### config.mk
export PLATFORM = sky130hd
export DESIGN_NAME = unary_stream_decoder
export DESIGN_NICKNAME = d
export VERILOG_FILES = /design/src/rtl/unary_pkg.sv /design/src/rtl/unary_sat_counter.sv /design/src/rtl/unary_stream_decoder.sv
export SDC_FILE = /design/constraint.sdc
export NUM_CORES = 1
export LEC_CHECK = 0
export CORE_ASPECT_RATIO = 0.9
export CORE_UTILIZATION = 35
export CTS_CLUSTER_SIZE = 20
export DETAILED_ROUTE_END_ITERATION = 16
export HOLD_SLACK_MARGIN = 0.05
export PLACE_DENSITY = 0.62
export RECOVER_POWER = 25
export SLEW_MARGIN = 20
export SYNTH_ARGS = -nofsm -noshare
export SYNTH_HDL_FRONTEND = slang
export SYNTH_SLANG_ARGS = --single-unit
### constraint.sdc
create_clock -name clk -period 4.5 [get_ports clk]
set_clock_uncertainty 0.15 [all_clocks]
set_input_delay 0.9 -clock clk [delete_from_list [all_inputs] [get_ports clk]]
set_output_delay 0.9 -clock clk [all_outputs]
set_load 0.02 [all_outputs]
### src/rtl/unary_pkg.sv
// Shared definitions for the unary adder datapath: decoder state encoding,
// the clog2-based width helper and the default unary length.
package unary_pkg;

    localparam int unsigned MAX_LEN_DEFAULT = 16;

    typedef enum logic [1:0] {
        IDLE  = 2'd0,
        COUNT = 2'd1,
        TAIL  = 2'd2,
        DONE  = 2'd3
    } state_t;

    // Bits needed to hold values 0..n inclusive.
    function automatic int unsigned cnt_width(input int unsigned n);
        return $clog2(n + 1);
    endfunction

endpackage

### src/rtl/unary_sat_counter.sv
// Saturating up-counter with synchronous clear; a clear with inc loads 1.
module unary_sat_counter #(
    parameter int unsigned MAX = 16,
    parameter int unsigned W   = 5
) (
    input  logic         clk,
    input  logic         rst,
    input  logic         en,
    input  logic         clear,
    input  logic         inc,
    output logic [W-1:0] cnt,
    output logic         sat
);

    localparam logic [W-1:0] MAX_W = W'(MAX);

    assign sat = (cnt == MAX_W);

    always_ff @(posedge clk) begin
        if (rst) begin
            cnt <= '0;
        end else if (en) begin
            if (clear) begin
                cnt <= W'(inc);
            end else if (inc && !sat) begin
                cnt <= cnt + W'(1);
            end
        end
    end

endmodule

### src/rtl/unary_stream_decoder.sv
// Decodes a serial unary (thermometer) stream into a binary count with a valid pulse.
// Optional thermometer-form checking: define UNARY_STREAM_DECODER_ERR_CHECK_EN.
module unary_stream_decoder
    import unary_pkg::*;
#(
    parameter int unsigned MAX_LEN  = MAX_LEN_DEFAULT,
    parameter int unsigned CNT_W    = cnt_width(MAX_LEN),
    parameter int unsigned TAIL_LEN = 4
) (
    input  logic             clk,
    input  logic             rst,
    input  logic             en,
    input  logic             frame,
    input  logic             din,
    input  logic             carry_in,
    output logic [CNT_W-1:0] count,
    output logic             carry_out,
    output logic             ovf,
    output logic             err,
    output logic             valid,
    output logic             busy
);

    localparam int unsigned   ZW     = cnt_width(TAIL_LEN);
    localparam logic [ZW-1:0] TAIL_Z = ZW'(TAIL_LEN);

    state_t           state;
    logic [CNT_W-1:0] acc;
    logic             sat;
    logic [ZW-1:0]    zrun;
    logic             carry_acc;
    logic             ovf_acc;
    logic             frame_seen;
    logic             start;
    logic             acc_inc;
    logic             carry_nxt;

    // A frame arms only from IDLE after frame has been seen low.
    assign start     = (state == IDLE) && frame && !frame_seen;
    assign acc_inc   = start ? din : ((state == COUNT) && frame && din);
    assign carry_nxt = carry_acc | (frame & carry_in);

    unary_sat_counter #(
        .MAX (MAX_LEN),
        .W   (CNT_W)
    ) u_acc (
        .clk   (clk),
        .rst   (rst),
        .en    (en),
        .clear (start),
        .inc   (acc_inc),
        .cnt   (acc),
        .sat   (sat)
    );

`ifdef UNARY_STREAM_DECODER_ERR_CHECK_EN
    logic err_acc;
`else
    assign err = 1'b0;
`endif

    always_ff @(posedge clk) begin
        if (rst) begin
            state      <= IDLE;
            zrun       <= '0;
            carry_acc  <= 1'b0;
            ovf_acc    <= 1'b0;
            frame_seen <= 1'b0;
            count      <= '0;
            carry_out  <= 1'b0;
            ovf        <= 1'b0;
            valid      <= 1'b0;
            busy       <= 1'b0;
`ifdef UNARY_STREAM_DECODER_ERR_CHECK_EN
            err_acc    <= 1'b0;
            err        <= 1'b0;
`endif
        end else if (en) begin
            valid <= 1'b0;
            case (state)
                IDLE: begin
                    if (!frame) begin
                        frame_seen <= 1'b0;
                    end else if (!frame_seen) begin
                        frame_seen <= 1'b1;
                        zrun       <= ZW'(!din);
                        carry_acc  <= carry_in;
                        ovf_acc    <= 1'b0;
                        busy       <= 1'b1;
                        state      <= din ? COUNT : TAIL;
`ifdef UNARY_STREAM_DECODER_ERR_CHECK_EN
                        err_acc    <= 1'b0;
`endif
                    end
                end
                COUNT, TAIL: begin
                    // Results are published on entry to DONE so valid is visible during DONE.
                    if (!frame || (state == TAIL && !din && (ZW'(zrun + 1'b1) == TAIL_Z))) begin
                        state     <= DONE;
                        busy      <= 1'b0;
                        valid     <= 1'b1;
                        count     <= acc;
                        carry_out <= carry_nxt;
                        ovf       <= ovf_acc;
`ifdef UNARY_STREAM_DECODER_ERR_CHECK_EN
                        err       <= err_acc;
`endif
                    end else begin
                        carry_acc <= carry_nxt;
                        if (state == COUNT) begin
                            if (din) begin
                                if (sat) ovf_acc <= 1'b1;
                            end else begin
                                zrun  <= ZW'(1);
                                state <= TAIL;
                            end
                        end else if (!din) begin
                            zrun <= ZW'(zrun + 1'b1);
                        end else begin
`ifdef UNARY_STREAM_DECODER_ERR_CHECK_EN
                            err_acc <= 1'b1;
                            zrun    <= '0;
`endif
                        end
                    end
                end
                DONE: begin
                    frame_seen <= frame;
                    state      <= IDLE;
                end
                default: state <= IDLE;
            endcase
        end
    end

endmodule

Word-level counts from Yosys, hierarchy flattened
Index checks and enable logic that the tools add are counted.
- flip-flop bits (word level): 22
- input bits: 6
- output and inout port bits: 10
- logic and storage cells: 91
- $add $sub $neg: 2
- equality and inequality tests: 15
- muxes and demuxes: 36
- bitwise operators: 2
- reductions and logical operators: 25
- operators with widths (cell ; count):
    $mux W3 ; 6
    $mux W1 ; 16
    $reduce_and A5 Y1 ; 3
    $ne A2 B2 Y1 const B ; 7
    $mux W2 ; 6
    $mux W5 ; 2
    $pmux W1 S2 ; 4
    $reduce_and A8 Y1 ; 1
    $logic_and A1 B1 Y1 ; 7
    $ne A3 B3 Y1 const B ; 2
    $pmux W2 S3 ; 1
    $pmux W3 S2 ; 1
    $reduce_and A6 Y1 ; 1
    $reduce_bool A2 Y1 ; 3
    $add A5 B1 Y5 const B ; 1
    $eq A5 B5 Y1 const B ; 1
    $eq A2 B2 Y1 const B ; 2
    $logic_not A1 Y1 ; 4
    $reduce_and A2 Y1 ; 2
    $add A3 B1 Y3 const B ; 1
    $eq A3 B3 Y1 const B ; 1
    $reduce_and A3 Y1 ; 1
    $eq A2 B1 Y1 const B ; 1
    $logic_not A2 Y1 ; 1
    other kinds (5) ; 5

Depth between registers and ports, before layout
Gate-level depths: netlist of run 1.
- word-level depth: 7
- depth in mapped cells: 7
- mapped depth without buffers: 6

Cells and area by module
A second synthesis of run 1 with hierarchy kept.
- cells, all modules: 140
- area, all modules: 1216.2 µm²
- modules (own cells, without submodules) (module ; instances ; cells an instance ; area an instance (µm²) ; sequential area each (µm²)):
    unary_stream_decoder ; 1 ; 100 ; 892.1 ; 340.3
    unary_sat_counter ; 1 ; 40 ; 324.1 ; 100.1

Worst setup path before layout of run 1
Ideal clock, no wire load.
- path kind: input to register
- from: input port din
- to: register count[0]
- setup time: 0.128 ns
- arrival: 1.785 ns
- required time: 4.222 ns
- path slack: 2.438 ns
- cell stages on the path: 4
- buffers on the path: 0
- cell sequence: nand3b_4 a211oi_4 mux2i_1 nor2_1
- word-level cells in the longest chain between the ends: 5
- ends and longest elaborated chain (element ; RTL line ; source):
    from (decl) ; unary_stream_decoder.sv:14 ; input logic din,
    $logic_not A1 Y1 ; -- ;
    $logic_and A1 B1 Y1 (2 in a row) ; unary_stream_decoder.sv:98 ; if (!frame || (state == TAIL && !din && (ZW'(zrun + 1'b1) == TAIL_Z))) begin
    $logic_or A1 B1 Y1 ; unary_stream_decoder.sv:98 ;
    $reduce_and A3 Y1 (no source line) ; -- ;
    to (signal assigned) ; unary_stream_decoder.sv:69 ; count <= '0;
    to (signal assigned) ; unary_stream_decoder.sv:102 ; count <= acc;
    to (decl) ; unary_stream_decoder.sv:16 ; output logic [CNT_W-1:0] count,
No other way between the ends.
A chain may end at the register's enable or synchronous reset.

Final worst setup path of run 1
- from: input port frame
- to: register u_acc.cnt[0]
- word-level cells in the longest chain between the ends: 6
- elaborated cells between the ends (all ways): 9
- classes of those cells: mux: 2; reduce/logical: 7
- ends and longest elaborated chain (element ; RTL line ; source):
    from (decl) ; unary_stream_decoder.sv:13 ; input logic frame,
    $logic_and A1 B1 Y1 (on tied branches) (2 in a row) ; unary_stream_decoder.sv:40, unary_stream_decoder.sv:39 ;
    $mux W1 ; unary_stream_decoder.sv:40 ; assign acc_inc = start ? din : ((state == COUNT) && frame && din);
    $logic_and A1 B1 Y1 ; unary_sat_counter.sv:25 ; end else if (inc && !sat) begin
    $reduce_bool A2 Y1 (no source line) ; -- ;
    $reduce_and A2 Y1 (no source line) ; -- ;
    to (signal assigned) ; unary_sat_counter.sv:24 ; cnt <= W'(inc);
    to (signal assigned) ; unary_sat_counter.sv:26 ; cnt <= cnt + W'(1);
    to (decl) ; unary_sat_counter.sv:11 ; output logic [W-1:0] cnt,
Several ways; a longest one is shown, not always the timed one.

==> summary.txt, run 1 <==
Hold path
  – Hold depth: 2
  – Type of the worst min-delay path: flop to flop
  – HP Start: carry_acc$_SDFFE_PP0P_
  – Min-Delay Endpoint: carry_acc$_SDFFE_PP0P_

Critical path
  – Worst path cell trace: clkdlybuf4s50_1 -> nand3b_1 -> or2_1 -> and3_1 -> o31a_1
  – Flop-to-flop setup slack: 2.27 ns
  – Reg2Reg Depth: 6
  – Critical R2R Launch: state[0]$_SDFFE_PP0P_
  – Kind of critical path: input pin to flop
  – Critical path endpoint category: flop
  – Arrival time worst endpoint: 2.70 ns
  – Worst-path fanout max: 12
  – Crit path required time: 4.50 ns
  – Worst path bufs/invs: 1
  – CP peak stage delay: 0.76 ns
  – CP Launch Type: input pin
  – CP Launch Point: frame
  – Delay-heaviest family, CP: simple AND/OR/NAND/NOR gates
  – Slowest cell on crit path: clkdlybuf4s50_1
  – RR Endpoint: count[1]$_SDFFE_PP0P_

STA
  – Fmax: 0.371 GHz
  – Slew @ Worst Pin: 0.693 ns
  – # setup viols final: 0
  – RSZ-0062 raised after global routing: false
  – Hold Vio Cnt, Final: 0
  – Final worst-path cycle share: 59.9%
  – Final min period: 2.69 ns
  – Rel. slew slack: 53.6%
  – Fin Setup TNS: 0 ns
  – Final Max Slew Viols: 0

Yosys
  – Warnings, synthesis: 0
  – Synth Flop Type: dfxtp_1
  – Post-synthesis cell area: 1220 µm²
  – Post-synthesis sequential area ratio: 36.1%
  – Ranking of synthesized cells by area: dfxtp_1, ha_1, a21oi_1
  – Count of cell types in the netlist: 43
  – Flop and latch count out of synthesis: 22
  – Most numerous cell in the Yosys netlist: dfxtp_1
  – Commonest cells in the netlist: dfxtp_1, nor2_1, a21oi_1, inv_1, nand2_1
  – Syn nets: 153
  – Ys async rst share: 0%
  – Post-synth top area share: 36.1%
  – Cells after synthesis: 139
  – Post-synth EDFFs: 0
  – Syn Area/Cell: 8.77 µm²
  – Synth area leader: dfxtp_1

Global route
  – Total congestion overflow: 0
  – Largest net degree at the start of global routing: 19
  – Initial antenna violation count: 0
  – First-pass GRT wire length: 4.26 mm
  – Vias in the first global route: 911
  – Gr usage total: 14.6%

Status
  – Status: finished, final reports clean

Clock network
  – Post-CTS sizing: 0
  – H-tree lvl count: 1
  – Clock transition at the registers of the reported paths: 0.09 ns
  – CTS tree: built
  – Post-CTS Setup Repair Bufs: 0
  – CTS root buf: clkbuf_8
  – Clk sink count: 22
  – Cts bufs inserted: 3
  – CTS Buffer Depth: 2
  – Hold Buf Count CTS: 0
  – Clk_lat worst skew: 0.26 ns

Layout
  – Ratio of cells with drive above 1 in the final layout: 7.95%
  – Post-Layout Inst Area: 1450 µm²
  – Ant diodes: 0
  – Area delta synth->final: 19.2%
  – Layout Nets: 166

Drt
  – Routed wire length: 2.42 mm
  – Routed WL per cell: 12.5 µm
  – DR vias/cell: 5.20
  – First-pass DRT Iterations: 4
  – Number of routed nets with antenna violations: 0
  – Initial DRC count: 30
  – Drt drc: 0
  – DR vias: 1003

Die
  – Die Area: 3720 µm²
  – I/O Pins: 16
  – Core area: 3190 µm²
  – Number of cell rows: 19
  – Starting Density: 38.3%
  – Die height: 58.0 µm
  – Die Wd: 64.2 µm

Power and ir drop
  – Leakage power: 0.580 nW
  – Pwr Density: 351 nW/µm²
  – Design Power: 0.509 mW
  – Max rail drop VDD: 0.000151 V

Placement
  – Dpl cell area: 1380 µm²
  – I/O Buffers: 14
  – Gpl congestion: 0.859
  – HPWL after DPL: 1.76 mm

Job
  – MaxCap Viol Count: 0
-- routing by layer --
metal	global-route usage [%]	routed length, µm	vias up
met2	21.7	1050	14
met3	1.77	54	2
li1	-	-	510
met1	21.5	1290	477
met5	0	0	-
met4	5.71	17	0
-- logic make-up (layout without fill, tap and decap cells) --
kind of cell	after synthesis	in the layout	share of synthesized area, %
other	1	1	0.308
AOI/OAI and AO/OA	35	35	21.4
muxes	6	6	4.93
adders and majority gates	8	8	8.21
DFF	22	22	36.1
xor gates and xnor gates	3	3	2.16
buffers and inverters	17	29	5.85
and+or+nand+nor	47	47	21.0
-- power breakdown --
part	leakage, nW	total, mW	internal, mW	switching, mW
clock	0.0357	0.185	0.119	0.0667
sequential	0.178	0.210	0.204	0.00606
combinational	0.366	0.114	0.0425	0.0713
total	0.580	0.509	0.365	0.144
-- per-stage QoR --
stage / setup WS (ns) / utilization, % / hold WS [ns] / std cells
after floorplan: 2.44 / - / 0.304 / 139
after global placement: 1.56 / 43.4 / 0.314 / 189
after detailed placement: 1.54 / 43.4 / 0.319 / 189
after CTS: 1.84 / 45.6 / 0.331 / 193
after global routing: 1.75 / 45.6 / 0.375 / 193
final: 1.81 / 45.6 / 0.326 / 193
-- placed cells by master (no fill, tap or decap), types with 2 or more instances in the layout --
master,instances
inv_1,10
nand3_1,4
mux2i_1,6
a21oi_1,13
dfxtp_1,22
xnor2_1,2
and3_1,2
nand2b_1,4
ha_1,8
nor2_1,14
o21ai_0,3
nand4_1,2
a211oi_1,3
o2111ai_1,2
clkbuf_8,3
o21a_1,2
a211oi_4,2
dlygate4sd3_1,7
nand2_1,10
clkdlybuf4s50_1,7
nor4_1,2
a31o_2,2
-- worst register-to-register path, cell delays in order, from the launching register on --
cell and delay (ns):
dfxtp_1 0.37, inv_1 0.09, ha_1 0.51, inv_2 0.16
a211oi_4 0.51, mux2i_1 0.25, nor2_1 0.05
-- sequential cells by signal (all words and copies together), names as in the netlist --
signal      flops
busy            1
carry_acc       1
carry_out       1
count           5
frame_seen      1
ovf             1
ovf_acc         1
state           2
u_acc.cnt       5
valid           1
zrun            3
-- cell type report --
type	count	area, µm²
inverter	11	41.3
clock inverter	1	30.0
sequential	22	440
tap	42	52.6
multi-input combinational	100	707
clock buffer	3	41.3
timing repair buffer	14	140
fill	298	1730
-- how the worst max path moves through the flow --
| stage | end | cells past startpoint | slack, ns |
|---|---|---|---|
| global placement | u_acc.cnt[0]$_SDFFE_PP0P_ | 5 | 1.56 |
| floorplan | count[0]$_SDFFE_PP0P_ | 4 | 2.44 |
| global route | u_acc.cnt[0]$_SDFFE_PP0P_ | 5 | 1.75 |
| detailed placement | u_acc.cnt[0]$_SDFFE_PP0P_ | 5 | 1.54 |
| CTS | u_acc.cnt[0]$_SDFFE_PP0P_ | 5 | 1.84 |
| finish | u_acc.cnt[0]$_SDFFE_PP0P_ | 5 | 1.81 |
Power figures use the tool's default switching activity.
==> inputs of run 2 (changes only) <==
==> constraint.sdc (replaced) <==
create_clock -name clk -period 2.65 [get_ports clk]
set_clock_uncertainty 0.15 [all_clocks]
set_input_delay 0.53 -clock clk [delete_from_list [all_inputs] [get_ports clk]]
set_output_delay 0.53 -clock clk [all_outputs]
set_load 0.02 [all_outputs]
==> run 2 against run 1 <==
Wire length is 8.7% higher. Clock power is 72% higher. Combinational power is 76% higher. Setup slack worse by 1.4 ns. Via count is 2.7% higher. Die area stayed put. Sequential share of layout area is 0.54 points lower. Critical endpoint is now ovf_acc$_SDFFE_PP0P_. Final cell count is 2.1% higher. Worst hold slack better by 0.020 ns. Utilization is 0.82 points higher. Sequential cell count stayed put. Count of clock-buffer cells in the layout stayed put.
==> summary.txt, run 2 (synthesis results as in run 1) <==
Status
  – Status: finished, final reports clean

Layout
  – Sequential Area: 440 µm²
  – Footprint of the multi-input gates: 707 µm²
  – Area delta synth->final: 21.4%
  – Ant diodes: 0
  – Layout Nets: 170
  – Biggest regs: count x5, u_acc.cnt x5, zrun x3
  – Layout fillers: 310
  – Most common cell after layout, fill and taps aside: dfxtp_1
  – Most frequent cells in the layout: dfxtp_1, nor2_1, a21oi_1, inv_1
  – Ratio of cells with drive above 1 in the final layout: 9.03%
  – Post-Layout Inst Area: 1480 µm²

Clock network
  – CTS root buf: clkbuf_8
  – Hold Buf Count CTS: 0
  – Clk_lat worst skew: 0.27 ns
  – Post-CTS Setup Repair Bufs: 0
  – Clock transition at the registers of the reported paths: 0.08 ns
  – Clk sink count: 22
  – Cts bufs inserted: 3
  – CTS tree: built
  – Post-CTS sizing: 0
  – CTS Buffer Depth: 2
  – H-tree lvl count: 1

Die
  – Die height: 58.0 µm
  – Number of cell rows: 19
  – Die Area: 3720 µm²
  – Die Wd: 64.2 µm
  – I/O Pins: 16
  – Starting Density: 38.3%
  – Core area: 3190 µm²

Drt
  – Number of routed nets with antenna violations: 0
  – Initial DRC count: 13
  – Max layer used: met4
  – Met3 WL: 102 µm
  – Routed wire length: 2.63 mm
  – Metal-1 WL: 1.31 mm
  – DR vias/cell: 5.23
  – Routed WL per cell: 13.4 µm
  – Met2 WL: 1.15 mm
  – DR vias: 1030
  – First-pass DRT Iterations: 4
  – Drt drc: 0

STA
  – RSZ-0062 raised after global routing: false
  – Final min period: 2.24 ns
  – Hold Vio Cnt, Final: 0
  – Fmax: 0.447 GHz
  – Final Max Slew Viols: 0
  – Fin Setup TNS: 0 ns
  – Final worst-path cycle share: 84.4%
  – # setup viols final: 0

Power and ir drop
  – Combinational power share: 22.9%
  – Leakage power: 0.586 nW
  – Max rail drop VDD: 0.000230 V
  – Clock Power Share: 36.2%
  – Reg power frac: 40.8%
  – Cell internal pwr: 0.625 mW
  – Design Power: 0.877 mW
  – Switching Fraction: 28.7%
  – Switch Pwr: 0.252 mW
  – Pwr Density: 593 nW/µm²

Job
  – MaxCap Viol Count: 0

Global route
  – First-pass GRT wire length: 4.43 mm
  – Vias in the first global route: 960
  – Initial antenna violation count: 0
  – Largest net degree at the start of global routing: 14
  – Gr usage total: 15.9%
  – Total congestion overflow: 0

Critical path
  – CP peak stage delay: 0.60 ns
  – Arrival time worst endpoint: 2.25 ns
  – Critical R2R Launch: state[0]$_SDFFE_PP0P_
  – RR Endpoint: count[1]$_SDFFE_PP0P_
  – Critical path endpoint category: flop
  – Crit path required time: 2.67 ns
  – Worst path bufs/invs: 2
  – CP Launch Type: input pin
  – Reg2Reg Depth: 7
  – Flop-to-flop setup slack: 0.49 ns
  – Delay-heaviest family, CP: buffers and inverters
  – Worst path cell trace: dlygate4sd3_1 -> clkbuf_1 -> nand2_1 -> a211oi_4 -> a21oi_1 -> a41o_1
  – Worst-path fanout max: 8
  – Slowest cell on crit path: dlygate4sd3_1
  – Kind of critical path: input pin to flop

Placement
  – Dpl cell area: 1410 µm²
  – Gpl congestion: 0.809
  – HPWL after DPL: 1.97 mm
  – I/O Buffers: 14

Hold path
  – HP Start: ovf$_SDFFE_PP0P_
  – Type of the worst min-delay path: flop to flop
  – Hold depth: 2
  – Min-Delay Endpoint: ovf$_SDFFE_PP0P_
==> run 2: per-layer routing <==
| metal | global-route usage, % | vias up |
|---|---|---|
| li1 | - | 527 |
| met1 | 21.4 | 479 |
| met2 | 23.9 | 19 |
| met3 | 2.95 | 5 |
| met4 | 9.52 | 0 |
| met5 | 0 | - |
==> run 2: worst min-delay path, cell delays in order, from the launching register on <==
cell	delay, ns
dfxtp_1	0.33
mux2i_1	0.06
nor2_1	0.07
==> run 2: how the worst max path moves through the flow <==
stage,slack (ns),cells past startpoint,from,endpoint
3_5_place_dp,0.36,6,din,count[1]$_SDFFE_PP0P_
4_1_cts,0.55,6,state[0]$_SDFFE_PP0P_,zrun[1]$_SDFFE_PP0P_
6_report,0.41,6,frame,ovf_acc$_SDFFE_PP0P_
3_3_place_gp,0.38,6,din,count[0]$_SDFFE_PP0P_
5_1_grt,0.32,6,frame,zrun[0]$_SDFFE_PP0P_
2_1_floorplan,0.77,7,state[0]$_SDFFE_PP0P_,count[0]$_SDFFE_PP0P_
==> run 2: layout make-up <==
| type | count | share of cell area, % |
|---|---|---|
| tap | 42 | 3.55 |
| inverter | 11 | 2.79 |
| clock buffer | 3 | 2.79 |
| clock inverter | 1 | 2.03 |
| timing repair buffer | 18 | 11.3 |
| sequential | 22 | 29.8 |
| multi-input combinational | 100 | 47.8 |
==> run 2: power groups by stage <==
stage / clock network, mW / logic (mW) / registers (mW)
floorplan: 0 / 0.140 / 0.370
global placement: 0 / 0.199 / 0.365
detailed placement: 0 / 0.201 / 0.366
CTS: 0.326 / 0.202 / 0.358
global route: 0.343 / 0.220 / 0.361
finish: 0.318 / 0.201 / 0.358
==> run 2: stage by stage <==
| stage | instances | hold slack (ns) | setup WS, ns | util [%] |
|---|---|---|---|---|
| 2_1_floorplan | 139 | 0.304 | 0.773 | - |
| 3_3_place_gp | 193 | 0.322 | 0.375 | 44.3 |
| 3_5_place_dp | 193 | 0.335 | 0.357 | 44.3 |
| 4_1_cts | 197 | 0.355 | 0.552 | 46.5 |
| 5_1_grt | 197 | 0.383 | 0.323 | 46.4 |
| 6_report | 197 | 0.347 | 0.414 | 46.4 |
